## src/rtl/tl_pkg.sv

```systemverilog
// TileLink-UL opcode encodings shared by TL-facing blocks.
package tl_pkg;

  typedef enum logic [2:0] {
    A_PUT_FULL      = 3'd0,
    A_PUT_PARTIAL   = 3'd1,
    A_ARITH         = 3'd2,
    A_LOGICAL       = 3'd3,
    A_GET           = 3'd4,
    A_INTENT        = 3'd5,
    A_ACQUIRE_BLOCK = 3'd6,
    A_ACQUIRE_PERM  = 3'd7
  } tl_a_op_e;

  typedef enum logic [2:0] {
    D_ACCESS_ACK      = 3'd0,
    D_ACCESS_ACK_DATA = 3'd1,
    D_HINT_ACK        = 3'd2
  } tl_d_op_e;

  // Response opcode a device returns for each request opcode; Acquire falls to AccessAck.
  function automatic tl_d_op_e d_op_for(input tl_a_op_e op);
    case (op)
      A_GET, A_ARITH, A_LOGICAL: d_op_for = D_ACCESS_ACK_DATA;
      A_INTENT:                  d_op_for = D_HINT_ACK;
      default:                   d_op_for = D_ACCESS_ACK;
    endcase
  endfunction

endpackage

```

## src/rtl/tl_reg_bridge.sv

```systemverilog
// TL-UL responder for the io port: one register access per request, anything
// unsupported or stuck is answered with a denied response.
module tl_reg_bridge
  import tl_pkg::*;
#(
  parameter int                   DataWidth     = 64,
  parameter int                   AddrWidth     = 56,
  parameter int                   SourceWidth   = 5,
  parameter int                   SinkWidth     = 1,
  parameter int                   SizeWidth     = 3,
  parameter int                   RegAddrWidth  = 16,
  parameter logic [AddrWidth-1:0] AddrBase      = 'h10000000,
  parameter logic [AddrWidth-1:0] AddrMask      = 'hFFFF,
  parameter int                   TimeoutCycles = 255
) (
  input  logic                     clk_i,
  input  logic                     rst_i,

  input  logic                     host_a_valid,
  output logic                     host_a_ready,
  input  logic [2:0]               host_a_opcode,
  input  logic [2:0]               host_a_param,
  input  logic [SizeWidth-1:0]     host_a_size,
  input  logic [SourceWidth-1:0]   host_a_source,
  input  logic [AddrWidth-1:0]     host_a_address,
  input  logic [DataWidth/8-1:0]   host_a_mask,
  input  logic                     host_a_corrupt,
  input  logic [DataWidth-1:0]     host_a_data,

  output logic                     host_d_valid,
  input  logic                     host_d_ready,
  output logic [2:0]               host_d_opcode,
  output logic [2:0]               host_d_param,
  output logic [SizeWidth-1:0]     host_d_size,
  output logic [SourceWidth-1:0]   host_d_source,
  output logic [SinkWidth-1:0]     host_d_sink,
  output logic                     host_d_denied,
  output logic                     host_d_corrupt,
  output logic [DataWidth-1:0]     host_d_data,

  output logic                     reg_req_o,
  output logic                     reg_we_o,
  output logic [RegAddrWidth-1:0]  reg_addr_o,
  output logic [DataWidth-1:0]     reg_wdata_o,
  output logic [DataWidth/8-1:0]   reg_be_o,
  input  logic                     reg_ready_i,
  input  logic [DataWidth-1:0]     reg_rdata_i,
  input  logic                     reg_err_i
);

  localparam int BeatBytes   = DataWidth / 8;
  localparam int BeatSizeLog = $clog2(BeatBytes);
  localparam int MaxSize     = (1 << SizeWidth) - 1;
  localparam int BeatCntW    = MaxSize - BeatSizeLog + 1;
  localparam int TimerW      = 10;

  typedef enum logic [2:0] {
    IDLE  = 3'd0,
    REG   = 3'd1,
    RESP  = 3'd2,
    DRAIN = 3'd3,
    ERRD  = 3'd4
  } state_e;

  // Number of data beats a burst of 2^size bytes occupies on this bus.
  function automatic logic [BeatCntW-1:0] beats(input logic [SizeWidth-1:0] size);
    if (size > SizeWidth'(BeatSizeLog)) begin
      beats = BeatCntW'(1) << (size - SizeWidth'(BeatSizeLog));
    end else begin
      beats = BeatCntW'(1);
    end
  endfunction

  state_e                  state_q,  state_d;
  logic [SourceWidth-1:0]  source_q, source_d;
  logic [SizeWidth-1:0]    size_q,   size_d;
  tl_d_op_e                d_op_q,   d_op_d;
  logic                    denied_q, denied_d;
  logic [DataWidth-1:0]    data_q,   data_d;
  logic                    we_q,     we_d;
  logic [RegAddrWidth-1:0] addr_q,   addr_d;
  logic [DataWidth-1:0]    wdata_q,  wdata_d;
  logic [BeatBytes-1:0]    be_q,     be_d;
  logic [TimerW-1:0]       timer_q,  timer_d;
  logic [BeatCntW-1:0]     beat_q,   beat_d;

  tl_a_op_e a_op;
  logic     a_fire;
  logic     d_fire;
  logic     a_single;
  logic     in_window;
  logic     legal;
  logic     unused_param;

  assign a_op      = tl_a_op_e'(host_a_opcode);
  assign a_fire    = host_a_valid && host_a_ready;
  assign d_fire    = host_d_valid && host_d_ready;
  assign a_single  = host_a_size <= SizeWidth'(BeatSizeLog);
  assign in_window = (host_a_address & ~AddrMask) == AddrBase;
  assign legal     = (a_op inside {A_GET, A_PUT_FULL, A_PUT_PARTIAL}) && a_single &&
                     in_window && !host_a_corrupt;
  assign unused_param = ^host_a_param;

  always_comb begin
    // NOTE: every _d starts as its _q so no branch can leave a value unassigned and infer a latch.
    state_d  = state_q;
    source_d = source_q;
    size_d   = size_q;
    d_op_d   = d_op_q;
    denied_d = denied_q;
    data_d   = data_q;
    we_d     = we_q;
    addr_d   = addr_q;
    wdata_d  = wdata_q;
    be_d     = be_q;
    timer_d  = timer_q;
    beat_d   = beat_q;

    unique case (state_q)
      IDLE: begin
        if (a_fire) begin
          source_d = host_a_source;
          size_d   = host_a_size;
          d_op_d   = d_op_for(a_op);
          denied_d = 1'b1;
          data_d   = '0;
          timer_d  = '0;
          beat_d   = '0;
          if (legal) begin
            denied_d = 1'b0;
            we_d     = a_op != A_GET;
            addr_d   = RegAddrWidth'(host_a_address & AddrMask);
            wdata_d  = host_a_data;
            be_d     = host_a_mask;
            state_d  = REG;
          end else if (!a_single &&
                       (a_op inside {A_PUT_FULL, A_PUT_PARTIAL, A_ARITH, A_LOGICAL})) begin
            // The remaining request beats must be swallowed before answering.
            beat_d  = beats(host_a_size) - BeatCntW'(1);
            state_d = DRAIN;
          end else begin
            if (!a_single && a_op == A_GET) begin
              beat_d = beats(host_a_size) - BeatCntW'(1);
            end
            state_d = RESP;
          end
        end
      end

      REG: begin
        if (reg_ready_i) begin
          denied_d = reg_err_i;
          data_d   = reg_err_i ? '0 : reg_rdata_i;
          state_d  = RESP;
        end else if (timer_q == TimerW'(TimeoutCycles - 1)) begin
          denied_d = 1'b1;
          data_d   = '0;
          state_d  = RESP;
        end else begin
          timer_d = timer_q + TimerW'(1);
        end
      end

      DRAIN: begin
        if (a_fire) begin
          beat_d = beat_q - BeatCntW'(1);
          if (beat_q == BeatCntW'(1)) begin
            state_d = RESP;
          end
        end
      end

      RESP: begin
        if (d_fire) begin
          state_d = (beat_q != '0) ? ERRD : IDLE;
        end
      end

      ERRD: begin
        if (d_fire) begin
          beat_d = beat_q - BeatCntW'(1);
          if (beat_q == BeatCntW'(1)) begin
            state_d = IDLE;
          end
        end
      end

      default: state_d = IDLE;
    endcase
  end

  always_ff @(posedge clk_i) begin
    if (rst_i) begin
      state_q  <= IDLE;
      source_q <= '0;
      size_q   <= '0;
      d_op_q   <= D_ACCESS_ACK;
      denied_q <= 1'b0;
      data_q   <= '0;
      we_q     <= 1'b0;
      addr_q   <= '0;
      wdata_q  <= '0;
      be_q     <= '0;
      timer_q  <= '0;
      beat_q   <= '0;
    end else begin
      // NOTE: non-blocking so every register samples the pre-edge values of the others.
      state_q  <= state_d;
      source_q <= source_d;
      size_q   <= size_d;
      d_op_q   <= d_op_d;
      denied_q <= denied_d;
      data_q   <= data_d;
      we_q     <= we_d;
      addr_q   <= addr_d;
      wdata_q  <= wdata_d;
      be_q     <= be_d;
      timer_q  <= timer_d;
      beat_q   <= beat_d;
    end
  end

  // Ready is masked by reset directly so nothing is accepted while reset is held.
  assign host_a_ready   = !rst_i && (state_q == IDLE || state_q == DRAIN);

  assign host_d_valid   = (state_q == RESP) || (state_q == ERRD);
  assign host_d_opcode  = d_op_q;
  assign host_d_param   = 3'd0;
  assign host_d_size    = size_q;
  assign host_d_source  = source_q;
  assign host_d_sink    = '0;
  assign host_d_denied  = denied_q;
  assign host_d_corrupt = denied_q && (d_op_q == D_ACCESS_ACK_DATA);
  assign host_d_data    = data_q;

  assign reg_req_o   = state_q == REG;
  assign reg_we_o    = we_q;
  assign reg_addr_o  = addr_q;
  assign reg_wdata_o = wdata_q;
  assign reg_be_o    = be_q;

endmodule

```

## config.mk

```make
export PLATFORM = sky130hd
export DESIGN_NAME = tl_reg_bridge
export DESIGN_NICKNAME = d
export VERILOG_FILES = /design/src/rtl/tl_pkg.sv /design/src/rtl/tl_reg_bridge.sv
export SDC_FILE = /design/constraint.sdc
export NUM_CORES = 1
export LEC_CHECK = 0
export CAP_MARGIN = 10
export CORE_AREA = 2 2 150 152
export DETAILED_ROUTE_END_ITERATION = 6
export DIE_AREA = 0 0 152 154
export PLACE_DENSITY = 0.73
export SYNTH_ARGS = -nofsm -noshare
export SYNTH_HDL_FRONTEND = slang
export SYNTH_SLANG_ARGS = --single-unit
export TNS_END_PERCENT = 5
```

## constraint.sdc

```tcl
create_clock -name clk_i -period 3.8 [get_ports clk_i]
set_input_delay 1.14 -clock clk_i [delete_from_list [all_inputs] [get_ports clk_i]]
set_output_delay 1.14 -clock clk_i [all_outputs]
set_load 0.02 [all_outputs]
```

## Word level (Yosys, flattened, before mapping)

Index checks and enable logic that the tools add are counted.

| storage, ports and cells | value |
|---|---|
| flip-flop bits (word level) | 183 |
| output and inout bits | 173 |
| input bits | 213 |
| logic and storage cells | 115 |

| cells by class | value |
|---|---|
| reduce and logical (&&, ||, !) cells | 28 |
| mux-type cells | 44 |
| add/sub/neg operators | 5 |
| equal/unequal tests | 23 |
| shift-type cells | 1 |
| magnitude comparators | 2 |

Operator list:

| kind | count |
|---|---|
| two-way mux 64 bit | 4 |
| case mux 64 bit (2 select lines) | 1 |
| two-way mux 5 bit | 16 |
| equality test 40 x 13 -> 1 bit, second input constant | 1 |
| two-way mux 10 bit | 3 |
| two-way mux 3 bit | 9 |
| case mux 10 bit (2 select lines) | 1 |
| != test 2 bit, second input constant | 8 |
| case mux 3 bit (5 select lines) | 1 |
| case mux 5 bit (3 select lines) | 1 |
| subtractor 5 x 1 -> 5 bit, second input constant | 3 |
| equality test 3 x 2 -> 1 bit, second input constant | 4 |
| adder 10 x 1 -> 10 bit, second input constant | 1 |
| equality test 10 x 8 -> 1 bit, second input constant | 1 |
| equality test 3 x 1 -> 1 bit, second input constant | 3 |
| equality test 3 bit, second input constant | 3 |
| logical AND 1 bit | 9 |
| AND reduction 4 bit | 2 |
| AND reduction 7 bit | 1 |
| zero test 3 bit | 2 |
| AND reduction 3 bit | 2 |
| nonzero test 3 bit | 2 |
| equality test 5 x 1 -> 1 bit, second input constant | 1 |
| two-way mux 1 bit | 5 |
| other kinds (16) | 19 |

## Logic depth before layout (Yosys ltp)

Gate-level depths: netlist of the first run.

| logic depth | value |
|---|---|
| depth in word-level cells | 14 |
| gate-level depth with buffers | 10 |
| mapped depth without buffers | 10 |

## Worst setup path before layout of the first run

No wires, ideal clock.

| timing path | value |
|---|---|
| path kind | input-to-output |
| from | input port rst_i |
| to | output port host_a_ready |
| setup slack | 0.607 ns |
| path buffers | 2 |
| stages | 3 |
| data arrival time | 2.053 ns |
| data required time | 2.660 ns |
| cell sequence | clkbuf_1 -> clkbuf_1 -> a211oi_1 |

| between the ends | value |
|---|---|
| word-level cells in the longest chain between the ends | 2 |

RTL lines:

| item | line | RTL |
|---|---|---|
| from (decl) | tl_reg_bridge.sv:17 | `input logic rst_i,` |
| zero test 1 bit | tl_reg_bridge.sv:224 | `assign host_a_ready = !rst_i && (state_q == IDLE \|\| state_q == DRAIN);` |
| logical AND 1 bit | tl_reg_bridge.sv:224 |  |
| to (decl) | tl_reg_bridge.sv:20 | `output logic host_a_ready,` |

Every way passes these cells.

## Worst setup path in the final report of the first run

| timing path | value |
|---|---|
| from | register state_q[0] |
| to | output port reg_req_o |

| between the ends | value |
|---|---|
| word-level cells in the longest chain between the ends | 1 |

RTL lines:

| item | line | RTL |
|---|---|---|
| from (decl) | tl_reg_bridge.sv:74 | `state_e state_q, state_d;` |
| from (signal assigned) | tl_reg_bridge.sv:208 | `state_q <= state_d;` |
| equality test 3 x 1 -> 1 bit | tl_reg_bridge.sv:236 | `assign reg_req_o = state_q == REG;` |
| to (decl) | tl_reg_bridge.sv:41 | `output logic reg_req_o,` |

Every way passes these cells.

==> results of run 1 <==
layout make-up:
class | count | area, µm²
flip-flops and latches | 182 | 3640
clock buffers | 19 | 433
multi-input cells | 574 | 3220
fillers | 2004 | 9870
inverters | 8 | 30.0
clock inverters | 13 | 161
well taps | 280 | 350
repair buffers | 396 | 3980
through the flow:
step,instances,power (mW),utilization,hold slack (ns)
2_1_floorplan,848,2.37,-,0.448
6_report,1472,4.54,0.545,0.459
3_3_place_gp,1440,2.75,0.517,0.443
3_5_place_dp,1440,2.76,0.517,0.448
5_1_grt,1472,4.74,0.545,0.486
4_1_cts,1472,4.59,0.545,0.458
state kept, by name, indices dropped and copies added (netlist names):
name / count
beat_q: 5
host_d_data: 64
host_d_denied: 1
host_d_opcode: 2
host_d_size: 3
host_d_source: 5
reg_addr_o: 16
reg_be_o: 8
reg_wdata_o: 64
reg_we_o: 1
state_q: 3
timer_q: 10
cells by family (layout without fill, tap and decap cells):
group	after synthesis	count (layout)	synth area share
mux	2	2	0.00276
xor+xnor	9	9	0.0109
flops	182	182	0.503
compound gates	293	293	0.236
other cells	1	5	0.000517
fa+ha+maj	7	7	0.0121
buf+inv	92	436	0.0594
simple gates	258	258	0.176
worst paths after layout:
path / start / end / cells past startpoint
worst min-delay path: host_d_size[1] / host_d_size[1] / 2
worst max register to register: timer_q[0] / state_q[1] / 7
worst max-delay path: state_q[0] / reg_req_o / 2
worst min register to register: host_d_size[1] / host_d_size[1] / 2
metal layers:
| metal | vias to the layer above | GRT usage |
|---|---|---|
| li1 | 3691 | - |
| met1 | 3550 | 0.250 |
| met2 | 296 | 0.338 |
| met3 | 30 | 0.0707 |
| met4 | 0 | 0.0596 |
| met5 | - | 0 |
power groups by stage:
stage | combinational, mW | clock (mW) | sequential [mW]
after CTS | 0.741 | 1.88 | 1.98
after global routing | 0.796 | 1.96 | 1.98
after global placement | 0.734 | 0 | 2.02
after detailed placement | 0.735 | 0 | 2.02
after floorplan | 0.344 | 0 | 2.03
final | 0.737 | 1.83 | 1.98
placed cells by master, fill, tap and decap left out, drive strengths merged, types with 3 or more instances in the layout:
cell           instances
a211oi                 5
a21oi                112
a22oi                 64
buf                   20
clkbuf                19
clkdlybuf4s50        376
clkinvlp               4
conb                   5
dfxtp                182
ha                     7
inv                   15
nand2                 29
nand2b                 6
nand3                 93
nand4                  6
nor2                  80
nor3                   4
nor3b                  5
nor4                  10
nor4b                  4
o21ai                 93
o22ai                  4
o31ai                  3
or4                    5
xnor2                  3
xor2                   6
worst max-delay path: cells and delay by family, from the launching register on:
family                 cells  cell delay (ns)
buffers and inverters      1             0.73
DFF                        1             0.54
and+or+nand+nor            1             0.49
==> impl_metrics.env, run 1 <==
export IMPL_clock_sinks=182
export IMPL_max_freq_mhz=301
export IMPL_critical_path_arrival_ns=2.18
export IMPL_crit_type="flop to output pin"
export IMPL_die_x_um=152
export IMPL_synth_edff_count=0
export IMPL_ff2ff_setup_slack_ns=1.57
export IMPL_area_growth_pct=63.0
export IMPL_power_density_mw_per_mm2=384
export IMPL_top_layer_used="met4"
export IMPL_cts_root_buf="clkbuf_16"
export IMPL_cts_tree="done"
export IMPL_ys_ff_latch=182
export IMPL_path_clk_slew_ns=0.07
export IMPL_antenna_cells=0
export IMPL_route_detailed_drc=0
export IMPL_grt_use_total=0.203
export IMPL_async_reset_ff_frac=0
export IMPL_layout_drive_gt1_share=0.0554
export IMPL_pwr_share_comb=0.162
export IMPL_post_drt_wl_per_cell_um=16.7
export IMPL_cp_start_kind="flop"
export IMPL_cts_path_max_buffers=2
export IMPL_hold_viol_final=0
export IMPL_synth_common_cells="dfxtp_1 (182), a21oi_1 (110), nand3_1 (93), o21ai_0 (83), nor2_1 (79)"
export IMPL_p_leak_nw=3.98
export IMPL_gp_congestion=0.789
export IMPL_ctsResizeCount=0
export IMPL_die_h_um=154
export IMPL_power_internal_mw=3.29
export IMPL_antenna_found_initial=0
export IMPL_clock_skew_ns=0.0137
export IMPL_ys_types=57
export IMPL_rsz0062_at_grt="no"
export IMPL_worst_setup_path_end_kind="output pin"
export IMPL_slew_limit_headroom=0.313
export IMPL_finalWorstSetupSlack_ns=0.475
export IMPL_switching_share=0.274
export IMPL_layout_min_cycle_time_ns=3.32
export IMPL_status="complete, no violations"
export IMPL_cp_required_ns=2.66
export IMPL_cts_hold_buffers=0
export IMPL_synthCells=844
export IMPL_drt_iter0_markers=456
export IMPL_post_route_period_util=0.875
export IMPL_power_frac_seq=0.436
export IMPL_dpl_cell_area_mm2=0.0112
export IMPL_cp_slowest_cell="clkdlybuf4s50_1"
export IMPL_start_util=0.334
export IMPL_avgSynthCellArea_um2=8.59
export IMPL_first_pass_iters=6
export IMPL_cap_viol_max_count=0
export IMPL_io_buffers=377
export IMPL_grt_ovfl_total=0
export IMPL_cts_made_buffers=17
export IMPL_dp_hpwl_um=17100
export IMPL_totalWireLength_um=24600
export IMPL_cts_setup_buffers=0
export IMPL_switchingPower_mw=1.25
export IMPL_hp_class="flop to flop"
export IMPL_grt_pass1_vias=7419
export IMPL_vdd_drop_max_uv=246
export IMPL_worstMarginPinSlew_ns=1.03
export IMPL_ant_nets=0
export IMPL_crit_chain="nor3b_2 -> clkdlybuf4s50_1"
export IMPL_wl_met2_um=11800
export IMPL_ys_flop_type="dfxtp_1"
export IMPL_rows=54
export IMPL_yosys_warnings=0
export IMPL_cpPeakStageDelay_ns=0.73
export IMPL_drv_slew=0
export IMPL_synth_largest_area_cell="dfxtp_1"
export IMPL_drt_vias_per_instance=5.14
export IMPL_cts_htree_levels=4
export IMPL_nNetsFinal=1399
export IMPL_io_pins=386
export IMPL_worstSkewPairLatency_ns=0.42
export IMPL_postLayoutCellArea_mm2=0.0118
export IMPL_synth_top_cell_area_share=0.503
export IMPL_pwr_share_clk=0.402
export IMPL_vias=7567
export IMPL_synthesis_area_mm2=0.00725
export IMPL_grt_max_degree=96
export IMPL_synth_area_leaders="dfxtp_1 (50%), a21oi_1 (7.6%), a22oi_1 (6.6%)"
export IMPL_setup_violations=0
export IMPL_ys_seq_area_frac=0.503
export IMPL_grt_pass1_wl_um=39200
export IMPL_dieArea_mm2=0.0234
export IMPL_routedLengthMet1_um=10400
export IMPL_wl_met3_um=1930
export IMPL_coreArea_mm2=0.0217
export IMPL_post_place_ws_ns=0.163
export IMPL_crit_fanout=12
export IMPL_synth_most_common_cell="dfxtp_1"
export IMPL_setup_tns_final_ns=0
No activity file was read; power rests on OpenSTA's default activity.
==> run 2, diff against run 1 <==
--- a/config.mk
+++ b/config.mk
@@ -7,6 +7,7 @@
 export LEC_CHECK = 0
 export CAP_MARGIN = 10
 export CORE_AREA = 2 2 150 152
+export CTS_BUF_LIST = sky130_fd_sc_hd__clkbuf_2
 export DETAILED_ROUTE_END_ITERATION = 6
 export DIE_AREA = 0 0 152 154
 export PLACE_DENSITY = 0.73
==> run 2 against run 1 <==
Critical path type unchanged. Clock power is 41% lower. Via count grew 0.41%. Combinational power is essentially flat. Count of clock-buffer cells in the layout is the same. Worst hold slack better by 0.017 ns. Total power shrank 16%. Highest routed layer unchanged.
==> impl_metrics.env, run 2 (synthesis gave the netlist of run 1 again) <==
export IMPL_setup_violations=0
export IMPL_switchingPower_mw=1.17
export IMPL_io_pins=386
export IMPL_crit_fanout=12
export IMPL_worst_setup_path_end_kind="output pin"
export IMPL_regArea_mm2=0.00364
export IMPL_post_place_ws_ns=0.163
export IMPL_pwr_share_comb=0.194
export IMPL_post_drt_wl_per_cell_um=16.7
export IMPL_start_util=0.334
export IMPL_vdd_drop_max_uv=171
export IMPL_cap_viol_max_count=0
export IMPL_die_h_um=154
export IMPL_worstMarginPinSlew_ns=1.04
export IMPL_path_clk_slew_ns=0.26
export IMPL_worstSkewPairLatency_ns=0.74
export IMPL_power_density_mw_per_mm2=331
export IMPL_clock_skew_ns=0.0523
export IMPL_hold_viol_final=0
export IMPL_drt_iter0_markers=452
export IMPL_cts_setup_buffers=0
export IMPL_fillers=2028
export IMPL_hp_class="flop to flop"
export IMPL_vias=7598
export IMPL_cp_required_ns=2.66
export IMPL_cp_start_kind="flop"
export IMPL_rows=54
export IMPL_totalWireLength_um=24500
export IMPL_drv_slew=0
export IMPL_grt_pass1_vias=7371
export IMPL_gp_congestion=0.789
export IMPL_slew_limit_headroom=0.305
export IMPL_cts_made_buffers=17
export IMPL_layout_commonest_cell="clkdlybuf4s50_1"
export IMPL_setup_tns_final_ns=0
export IMPL_grt_max_degree=96
export IMPL_dieArea_mm2=0.0234
export IMPL_rsz0062_at_grt="no"
export IMPL_grt_use_total=0.202
export IMPL_crit_type="flop to output pin"
export IMPL_switching_share=0.306
export IMPL_cts_tree="done"
export IMPL_multi_input_area_mm2=0.00323
export IMPL_power_internal_mw=2.64
export IMPL_dp_hpwl_um=17100
export IMPL_layout_drive_gt1_share=0.0579
export IMPL_status="complete, no violations"
export IMPL_nNetsFinal=1399
export IMPL_grt_ovfl_total=0
export IMPL_ant_nets=0
export IMPL_power_frac_seq=0.523
export IMPL_layout_min_cycle_time_ns=3.46
export IMPL_cts_root_buf="clkbuf_2"
export IMPL_pwr_share_clk=0.283
export IMPL_antenna_found_initial=1
export IMPL_post_route_period_util=0.910
export IMPL_cts_path_max_buffers=2
export IMPL_clock_sinks=182
export IMPL_die_x_um=152
export IMPL_coreArea_mm2=0.0217
export IMPL_route_detailed_drc=0
export IMPL_io_buffers=377
export IMPL_area_growth_pct=58.5
export IMPL_critical_path_arrival_ns=2.32
export IMPL_drt_vias_per_instance=5.16
export IMPL_first_pass_iters=5
export IMPL_final_cell_mix="clkdlybuf4s50_1 (375), dfxtp_1 (181), a21oi_1 (110)"
export IMPL_max_freq_mhz=289
export IMPL_cts_htree_levels=4
export IMPL_grt_pass1_wl_um=39000
export IMPL_p_leak_nw=3.85
export IMPL_finalWorstSetupSlack_ns=0.343
run 2: layer usage:
layer | GRT usage | share of wire | vias to the layer above
met1 | 0.250 | 0.43 | 3564
met5 | 0 | 0 | -
met3 | 0.0699 | 0.083 | 25
met4 | 0.0525 | 0.014 | 0
met2 | 0.337 | 0.48 | 316
li1 | - | - | 3693
run 2: final timing paths:
kind | from | to | slack, ns | cells after the start
max reg2reg | timer_q[0] | state_q[1] | 1.58 | 7
max | state_q[0] | reg_req_o | 0.34 | 2
min | host_d_source[2] | host_d_source[2] | 0.48 | 2
min reg2reg | host_d_source[2] | host_d_source[2] | 0.48 | 2
run 2: layout make-up:
| cell class | instances | share of cell area |
|---|---|---|
| Inverter | 8 | 0.00261 |
| Tap cell | 280 | 0.0305 |
| Clock inverter | 13 | 0.0140 |
| Sequential cell | 182 | 0.317 |
| Timing Repair Buffer | 396 | 0.346 |
| Clock buffer | 19 | 0.00828 |
| Multi-Input combinational cell | 574 | 0.281 |
| Antenna cell | 1 | 0.000218 |
run 2: what timing repair did:
action,CTS,global route
hold endpoints to repair,0,0
hold buffers,0,0
endpoints found under the setup margin,0,2
resized for setup,0,3
run 2: worst max-delay path, stage by stage (launching register included):
cell,delay [ns]
dfxtp_2,0.51
nor3b_4,0.39
clkdlybuf4s50_1,0.71
run 2: per-stage QoR:
step | instance area (µm²) | total power [mW] | cells | util | hold WS [ns]
2_1_floorplan | 7270 | 2.37 | 848 | - | 0.448
3_3_place_gp | 11200 | 2.75 | 1440 | 0.517 | 0.443
3_5_place_dp | 11200 | 2.76 | 1440 | 0.517 | 0.448
4_1_cts | 11500 | 3.85 | 1472 | 0.529 | 0.476
5_1_grt | 11500 | 4.00 | 1473 | 0.530 | 0.500
6_report | 11500 | 3.81 | 1473 | 0.530 | 0.476
run 2: power by group through the flow:
stage / Clock, mW / Sequential [mW] / Combinational, mW
final: 1.08 / 1.99 / 0.738
after global routing: 1.21 / 2.00 / 0.797
after CTS: 1.12 / 1.99 / 0.740
after detailed placement: 0 / 2.02 / 0.735
after global placement: 0 / 2.02 / 0.734
after floorplan: 0 / 2.03 / 0.344
